`src/rtl/dmem_arbiter_if.sv`:
```
// Bundles the CPU port, the DMA burst port and the memory port of dmem_arbiter.
// Latency: none, this is pure wiring.
// Backpressure: CPU stalls while cpu_gnt is low; the DMA engine holds dma_req until dma_done.
//
// Port summary:
//   cpu_*  : single-beat load/store from the datapath (req/we/adrs/wd in, gnt/rdata out)
//   dma_*  : burst request from the DMA/loader (req/we/adrs/len/wd in, beat/rdata/done out)
//   mem_*  : single-port data memory (we/adrs/wd out, asynchronous rdata in)
//   modport slave  : the arbiter's view
//   modport master : the view of everything around the arbiter (requesters plus memory)
interface dmem_arbiter_if #(
  parameter int dataWidth = 32,
  parameter int lenWidth  = 4
);
  // CPU load/store port
  logic                 cpu_req;
  logic                 cpu_we;
  logic [dataWidth-1:0] cpu_adrs;
  logic [dataWidth-1:0] cpu_wd;
  logic                 cpu_gnt;
  logic [dataWidth-1:0] cpu_rdata;

  // DMA burst port
  logic                 dma_req;
  logic                 dma_we;
  logic [dataWidth-1:0] dma_adrs;
  logic [lenWidth-1:0]  dma_len;
  logic [dataWidth-1:0] dma_wd;
  logic                 dma_beat;
  logic [dataWidth-1:0] dma_rdata;
  logic                 dma_done;

  // Memory port
  logic                 mem_we;
  logic [dataWidth-1:0] mem_adrs;
  logic [dataWidth-1:0] mem_wd;
  logic [dataWidth-1:0] mem_rdata;

  modport slave (
    input  cpu_req, cpu_we, cpu_adrs, cpu_wd,
    output cpu_gnt, cpu_rdata,
    input  dma_req, dma_we, dma_adrs, dma_len, dma_wd,
    output dma_beat, dma_rdata, dma_done,
    output mem_we, mem_adrs, mem_wd,
    input  mem_rdata
  );

  modport master (
    output cpu_req, cpu_we, cpu_adrs, cpu_wd,
    input  cpu_gnt, cpu_rdata,
    output dma_req, dma_we, dma_adrs, dma_len, dma_wd,
    input  dma_beat, dma_rdata, dma_done,
    input  mem_we, mem_adrs, mem_wd,
    output mem_rdata
  );
endinterface

```
`src/rtl/dmem_arbiter.sv`:
```
// Shares one single-port data memory between the CPU load/store port and a DMA burst port.
// Latency: 0 cycles; grants, addresses and read data are combinational, writes commit on the same edge.
// Backpressure: CPU stalls via cpu_gnt=0 when it loses arbitration or a burst is running; bursts are never preempted.
//
// Port summary:
//   CLK  : clock, all state updates on posedge
//   RST  : synchronous active-high reset; forces every grant and memory drive to 0 while high
//   bus  : dmem_arbiter_if.slave carrying the cpu_*, dma_* and mem_* signal groups
module dmem_arbiter #(
  parameter int dataWidth = 32,
  parameter int depth     = 48,
  parameter int lenWidth  = 4
) (
  input  logic           CLK,
  input  logic           RST,
  dmem_arbiter_if.slave  bus
);

  typedef enum logic {
    IDLE  = 1'b0,
    BURST = 1'b1
  } state_t;

  localparam logic [dataWidth:0]   DEPTH_EXT = (dataWidth + 1)'(depth);
  localparam logic [dataWidth-1:0] DEPTH_W   = dataWidth'(depth);

  state_t               state_q, state_d;
  logic [lenWidth-1:0]  cnt_q, cnt_d;
  logic [lenWidth-1:0]  len_q, len_d;
  logic [dataWidth-1:0] base_q, base_d;
  logic                 we_q, we_d;
  // 0 = CPU had the last access, 1 = DMA did; the other side wins the next tie.
  logic                 last_owner_q, last_owner_d;

  logic                 cpu_win;
  logic                 dma_win;
  logic [dataWidth:0]   beat_sum;
  logic [dataWidth-1:0] beat_adrs;

  // Burst beat address. base < depth and cnt < 2^lenWidth, so a single
  // conditional subtract is enough to wrap modulo depth. The extra sum bit
  // keeps the comparison exact; the subtraction only needs the low bits.
  always_comb begin
    beat_sum = {1'b0, base_q} + (dataWidth + 1)'(cnt_q);
    if (beat_sum >= DEPTH_EXT) begin
      beat_adrs = beat_sum[dataWidth-1:0] - DEPTH_W;
    end else begin
      beat_adrs = beat_sum[dataWidth-1:0];
    end
  end

  // State register
  always_ff @(posedge CLK) begin
    if (RST) begin
      state_q      <= IDLE;
      cnt_q        <= '0;
      len_q        <= '0;
      base_q       <= '0;
      we_q         <= 1'b0;
      last_owner_q <= 1'b1;
    end else begin
      state_q      <= state_d;
      cnt_q        <= cnt_d;
      len_q        <= len_d;
      base_q       <= base_d;
      we_q         <= we_d;
      last_owner_q <= last_owner_d;
    end
  end

  // Arbitration, next state and all outputs
  always_comb begin
    state_d      = state_q;
    cnt_d        = cnt_q;
    len_d        = len_q;
    base_d       = base_q;
    we_d         = we_q;
    last_owner_d = last_owner_q;

    cpu_win = 1'b0;
    dma_win = 1'b0;

    bus.cpu_gnt   = 1'b0;
    bus.cpu_rdata = '0;
    bus.dma_beat  = 1'b0;
    bus.dma_rdata = '0;
    bus.dma_done  = 1'b0;
    bus.mem_we    = 1'b0;
    bus.mem_adrs  = '0;
    bus.mem_wd    = '0;

    // During reset the register block discards the next-state values, so
    // only the outputs need suppressing here.
    if (!RST) begin
      unique case (state_q)
        IDLE: begin
          // Round-robin: on a tie the side that did not own the memory last wins.
          cpu_win = bus.cpu_req && (!bus.dma_req || last_owner_q);
          dma_win = bus.dma_req && (!bus.cpu_req || !last_owner_q);

          if (cpu_win) begin
            bus.cpu_gnt   = 1'b1;
            bus.cpu_rdata = bus.mem_rdata;
            bus.mem_we    = bus.cpu_we;
            bus.mem_adrs  = bus.cpu_adrs;
            bus.mem_wd    = bus.cpu_wd;
            last_owner_d  = 1'b0;
          end else if (dma_win) begin
            // Beat 0 goes straight out at dma_adrs; the burst parameters are
            // captured now so later changes on the DMA inputs are ignored.
            bus.dma_beat  = 1'b1;
            bus.dma_rdata = bus.mem_rdata;
            bus.mem_we    = bus.dma_we;
            bus.mem_adrs  = bus.dma_adrs;
            bus.mem_wd    = bus.dma_wd;
            base_d        = bus.dma_adrs;
            len_d         = bus.dma_len;
            we_d          = bus.dma_we;
            last_owner_d  = 1'b1;
            if (bus.dma_len == '0) begin
              bus.dma_done = 1'b1;
            end else begin
              cnt_d   = lenWidth'(1);
              state_d = BURST;
            end
          end
        end

        BURST: begin
          // DMA owns the memory unconditionally; dma_req may drop mid-burst.
          bus.dma_beat  = 1'b1;
          bus.dma_rdata = bus.mem_rdata;
          bus.mem_we    = we_q;
          bus.mem_adrs  = beat_adrs;
          bus.mem_wd    = bus.dma_wd;
          if (cnt_q == len_q) begin
            // last_owner is already 1, so the CPU wins the next tie.
            bus.dma_done = 1'b1;
            cnt_d        = '0;
            state_d      = IDLE;
          end else begin
            cnt_d = cnt_q + 1'b1;
          end
        end

        default: begin
          state_d = IDLE;
          cnt_d   = '0;
        end
      endcase
    end
  end

endmodule

```
`src/flat_wrapper.sv`:
```
// flat-port wrapper written by rule: the top's interface ports become plain ports
module dmem_arbiter_flat 
#(
  parameter int dataWidth = 32,
  parameter int depth     = 48,
  parameter int lenWidth  = 4
)
  (CLK, RST, bus_cpu_req, bus_cpu_we, bus_cpu_adrs, bus_cpu_wd, bus_cpu_gnt, bus_cpu_rdata, bus_dma_req, bus_dma_we, bus_dma_adrs, bus_dma_len, bus_dma_wd, bus_dma_beat, bus_dma_rdata, bus_dma_done, bus_mem_we, bus_mem_adrs, bus_mem_wd, bus_mem_rdata);
  dmem_arbiter_if #(.dataWidth(dataWidth), .lenWidth(lenWidth)) bus_i ();
  input  logic CLK;
  input  logic RST;
  input wire logic [$bits(bus_i.cpu_req)-1:0] bus_cpu_req;
  input wire logic [$bits(bus_i.cpu_we)-1:0] bus_cpu_we;
  input wire logic [$bits(bus_i.cpu_adrs)-1:0] bus_cpu_adrs;
  input wire logic [$bits(bus_i.cpu_wd)-1:0] bus_cpu_wd;
  output wire logic [$bits(bus_i.cpu_gnt)-1:0] bus_cpu_gnt;
  output wire logic [$bits(bus_i.cpu_rdata)-1:0] bus_cpu_rdata;
  input wire logic [$bits(bus_i.dma_req)-1:0] bus_dma_req;
  input wire logic [$bits(bus_i.dma_we)-1:0] bus_dma_we;
  input wire logic [$bits(bus_i.dma_adrs)-1:0] bus_dma_adrs;
  input wire logic [$bits(bus_i.dma_len)-1:0] bus_dma_len;
  input wire logic [$bits(bus_i.dma_wd)-1:0] bus_dma_wd;
  output wire logic [$bits(bus_i.dma_beat)-1:0] bus_dma_beat;
  output wire logic [$bits(bus_i.dma_rdata)-1:0] bus_dma_rdata;
  output wire logic [$bits(bus_i.dma_done)-1:0] bus_dma_done;
  output wire logic [$bits(bus_i.mem_we)-1:0] bus_mem_we;
  output wire logic [$bits(bus_i.mem_adrs)-1:0] bus_mem_adrs;
  output wire logic [$bits(bus_i.mem_wd)-1:0] bus_mem_wd;
  input wire logic [$bits(bus_i.mem_rdata)-1:0] bus_mem_rdata;
  assign bus_i.cpu_req = bus_cpu_req;
  assign bus_i.cpu_we = bus_cpu_we;
  assign bus_i.cpu_adrs = bus_cpu_adrs;
  assign bus_i.cpu_wd = bus_cpu_wd;
  assign bus_cpu_gnt = bus_i.cpu_gnt;
  assign bus_cpu_rdata = bus_i.cpu_rdata;
  assign bus_i.dma_req = bus_dma_req;
  assign bus_i.dma_we = bus_dma_we;
  assign bus_i.dma_adrs = bus_dma_adrs;
  assign bus_i.dma_len = bus_dma_len;
  assign bus_i.dma_wd = bus_dma_wd;
  assign bus_dma_beat = bus_i.dma_beat;
  assign bus_dma_rdata = bus_i.dma_rdata;
  assign bus_dma_done = bus_i.dma_done;
  assign bus_mem_we = bus_i.mem_we;
  assign bus_mem_adrs = bus_i.mem_adrs;
  assign bus_mem_wd = bus_i.mem_wd;
  assign bus_i.mem_rdata = bus_mem_rdata;
  dmem_arbiter #(.dataWidth(dataWidth), .depth(depth), .lenWidth(lenWidth)) u_core (.CLK(CLK), .RST(RST), .bus(bus_i));
endmodule
```
`config.mk`:
```
export PLATFORM = sky130hd
export DESIGN_NAME = dmem_arbiter_flat
export DESIGN_NICKNAME = d
export VERILOG_FILES = /design/src/rtl/dmem_arbiter_if.sv /design/src/rtl/dmem_arbiter.sv /design/src/flat_wrapper.sv
export SDC_FILE = /design/constraint.sdc
export NUM_CORES = 1
export LEC_CHECK = 0
export CORE_AREA = 2 2 125 157
export DETAILED_ROUTE_END_ITERATION = 6
export DIE_AREA = 0 0 127 159
export RECOVER_POWER = 100
export REMOVE_ABC_BUFFERS = 1
export SKIP_CTS_REPAIR_TIMING = 1
export SYNTH_ARGS = -nofsm -noshare
export SYNTH_HDL_FRONTEND = slang
export SYNTH_SLANG_ARGS = --single-unit
```
`constraint.sdc`:
```
create_clock -name CLK -period 5.4 [get_ports CLK]
set_input_delay 1.08 -clock CLK [delete_from_list [all_inputs] [get_ports CLK]]
set_output_delay 1.08 -clock CLK [all_outputs]
set_load 0.1 [all_outputs]
```
==> run metrics <==
status=finished with violations; failing checks=capacitance limit, slew limit; number of I/O pins=302; cell area after synthesis=between 4000 and 5000 um2; reg2reg setup slack=1.92 ns; Tmin final=5.26 ns; max-cap violation count=1; DP Wirelength=19300 um; share of layout cells above drive strength 1=24.1%; DRT iter0 DRCs=about 340; post-synthesis register bit count=43; Via density=5.31; final std cells w/o fill=1144; hold depth=1; row cnt=56; FF+latch area=863 um2; Initial Util=25.7%; CP arrival=4.18 ns; largest net degree at the start of global routing=66; worst slew pin tran=1.80 ns; Die Ht=between 150 and 200 um; hold slack=between 0.4 and 0.5 ns; YS warnings=0; Max Fanout on Critical Path=9; routed length per placed instance=20.7 um; Worst Hold Class=reg2reg; root buf cell=clkbuf_16; Leak=3.35 nW; CTS tree=done; cell count after synthesis=approximately 620; Synth Area in Simple Gates=between 20% and 30%; CTS Buf Count=5; nature of the critical path startpoint=register; asr flop ratio synth=0%; mux share of post-synthesis cell area=~1.9%; XOR/XNOR share of the synthesized area=10.8%; CP required=4.32 ns; clock-pin slew on the worst setup and hold paths=approximately 0.060 ns; port buffer count=301; total wire length=roughly 24000 um; die area=20200 um2; Fmax=190 MHz; worst skew pair latency=0.28 ns; reg2reg path depth=6; first-pass GRT wire length=36100 um; final period utilization=a little over nine tenths; number of fillers in the final layout=1862; Adder-Cell Fraction of Synth Area=between 1.5 and 2%; hold path startpoint=u_core.base_q[3]$_SDFFE_PP0P_; P&R area growth vs syn=83.2%; Compound-Gate Fraction of Synth Area=33.2%; Clock Skew=around 0.0042 ns; dpl cells=about 1100; endpoints failing setup=0; crit path kind=reg2out; # diodes=0; Placeable Area=~19000 um2; final hold violations=0; H-tree depth=2; setup TNS after final layout=0 ns; antenna violations before repair=0; number of synthesized flops with an enable pin=0; largest family of logic cells by synthesized area=compound AO/OA/AOI/OAI gates; headroom to the max-slew limit=-20.2%; crit end category=output pin; Total Power Consumption=around 2.1 mW; Worst Hold End=u_core.base_q[3]$_SDFFE_PP0P_; GP Congestion=between 0.9 and 1; Top FF cell, synth=dfxtp_1; Synth cell types=67; via count=6073; reg2reg start=u_core.last_owner_q$_SDFFE_PP1P_; Max IR drop VDD=0.127 mV; post-synthesis average cell area=7.75 um2; Crit Reg-Reg Endpoint=u_core.last_owner_q$_SDFFE_PP1P_; Seq/Total Area, Yosys=18.0%; Bufs on Longest Clock Path=2; drt pass-1 iters=5; DRC Markers=0; # clock sinks=43; total power per unit cell area=239 nW/um2; Die X=127 um; GRT overflow=0; GRT Total Usage=22.5%; antenna-violating nets left=0; Util after Layout=47.0%; max-slew violations=37; vias in the first global route=about 6000; Nets=1088; area of the multi-input gates=3780 um2
==> power by group <==
group	total, mW	leakage (nW)	internal, mW	switching (mW)
combinational	1.35	2.91	0.475	0.878
clock	0.358	0.0868	0.230	0.128
sequential	0.384	0.353	0.339	0.0451
total	2.10	3.35	1.04	1.05
==> cells in the mapped netlist, drive strengths merged (19+ instances only) <==
master	instances	share of area, %
xor2	22	4.0
nand3	21	2.3
nor2	44	3.7
and2	68	8.9
clkbuf	44	3.5
a211oi	37	6.1
a221oi	31	5.7
a22o	62	11
nor3	19	2.1
nand2	20	1.6
dfxtp	43	18
xnor2	37	6.8
==> cells by family (layout without fill, tap and decap cells) <==
group                    Yosys count  after routing
AND/OR/NAND/NOR                  233            233
adder cells (fa/ha/maj)            7              7
XOR/XNOR                          59             59
buffers and inverters             66            361
multiplexers                       9              9
flip-flops                        43             43
AO/OA/AOI/OAI                    200            200
==> sequential cells by signal (all words and copies together), names as in the netlist <==
name and count:
u_core.state_q 1, u_core.len_q 4, u_core.base_q 32, u_core.we_q 1
u_core.last_owner_q 1, u_core.cnt_q 4
==> metal layers <==
layer  routed length (um)  part of all wire, %  GRT usage (%)  up-vias
met5                    0                    0              0        -
met4                  358                  1.5           4.35        0
met1                 9980                   42           28.6     2843
met3                 1390                  5.9           3.70       25
li1                     -                    -              -     2958
met2                12000                   50           39.9      247
==> final cells by class <==
class	instances	share of cell area, %
Multi-Input combinational cell	508	43.2
Timing Repair Buffer	345	41.3
Sequential cell	43	9.86
Tap cell	232	3.31
Clock buffer	6	1.59
Clock inverter	2	0.400
Inverter	8	0.343
==> critical path, stage by stage, from the launching register on <==
cell and delay (ns):
dfxtp_1 0.46, ha_1 0.29, a211o_1 0.31, a21o_1 0.27
buf_4 0.20, a311oi_1 0.23, a31oi_1 0.14, or4b_4 0.58
buf_4 0.17, nor2_1 0.24, o2111ai_1 0.22, xnor2_1 0.24
a211oi_2 0.33, buf_12 0.21
==> through the flow <==
step | instance area [um2] | worst slack [ns]
final | 8760 | 0.143
after global routing | 8760 | -0.0172
after CTS | 9120 | -0.170
after detailed placement | 8950 | 0.187
after global placement | 8950 | 0.302
after floorplan | 4540 | -4.28
==> worst max path at each step <==
stage                             endpoint  cells after the start                    startpoint  slack, ns
after detailed placement  bus_mem_adrs[28]                     13  u_core.cnt_q[0]$_SDFFE_PP0P_       0.19
after global routing      bus_mem_adrs[17]                     14  u_core.cnt_q[0]$_SDFFE_PP0P_      -0.02
final                     bus_mem_adrs[21]                     13  u_core.cnt_q[1]$_SDFFE_PP0P_       0.14
after global placement    bus_mem_adrs[28]                     13  u_core.cnt_q[0]$_SDFFE_PP0P_       0.30
after floorplan              bus_mem_wd[0]                      3                   bus_cpu_req      -4.28
after CTS                 bus_mem_adrs[28]                     13  u_core.cnt_q[0]$_SDFFE_PP0P_      -0.17
==> cells in the final DEF, fill, tap and decap left out, types with 3 or more instances in the layout <==
| master | Yosys | layout |
|---|---|---|
| and3_1 | 7 | 6 |
| buf_4 | 1 | 33 |
| nand4_1 | 15 | 15 |
| inv_1 | 8 | 8 |
| o211ai_1 | 5 | 5 |
| a22oi_1 | 3 | 3 |
| nand3_1 | 20 | 20 |
| and2_1 | 68 | 37 |
| buf_2 | 9 | 3 |
| nor4_1 | 5 | 4 |
| nor2_1 | 42 | 41 |
| clkbuf_1 | 41 | 14 |
| a22o_1 | 62 | 62 |
| and4_1 | 5 | 4 |
| a21oi_1 | 16 | 16 |
| nand2_1 | 20 | 20 |
| clkdlybuf4s50_1 | 0 | 168 |
| a311oi_1 | 3 | 3 |
| a31oi_1 | 3 | 3 |
| or4_1 | 4 | 4 |
| clkbuf_4 | 0 | 3 |
| a2111oi_2 | 1 | 4 |
| clkbuf_2 | 3 | 59 |
| buf_12 | 0 | 65 |
| xor2_1 | 22 | 22 |
| clkbuf_16 | 0 | 5 |
| nor3_1 | 18 | 18 |
| ha_1 | 6 | 4 |
| or2_2 | 4 | 4 |
| dfxtp_1 | 43 | 41 |
| and2_0 | 0 | 31 |
| mux2i_1 | 8 | 8 |
| o21ai_0 | 12 | 11 |
| a211oi_1 | 36 | 23 |
| xnor2_1 | 37 | 36 |
| a221oi_1 | 31 | 31 |
| o21a_1 | 3 | 3 |
| a211oi_2 | 0 | 13 |
Power figures use the tool's default switching activity.
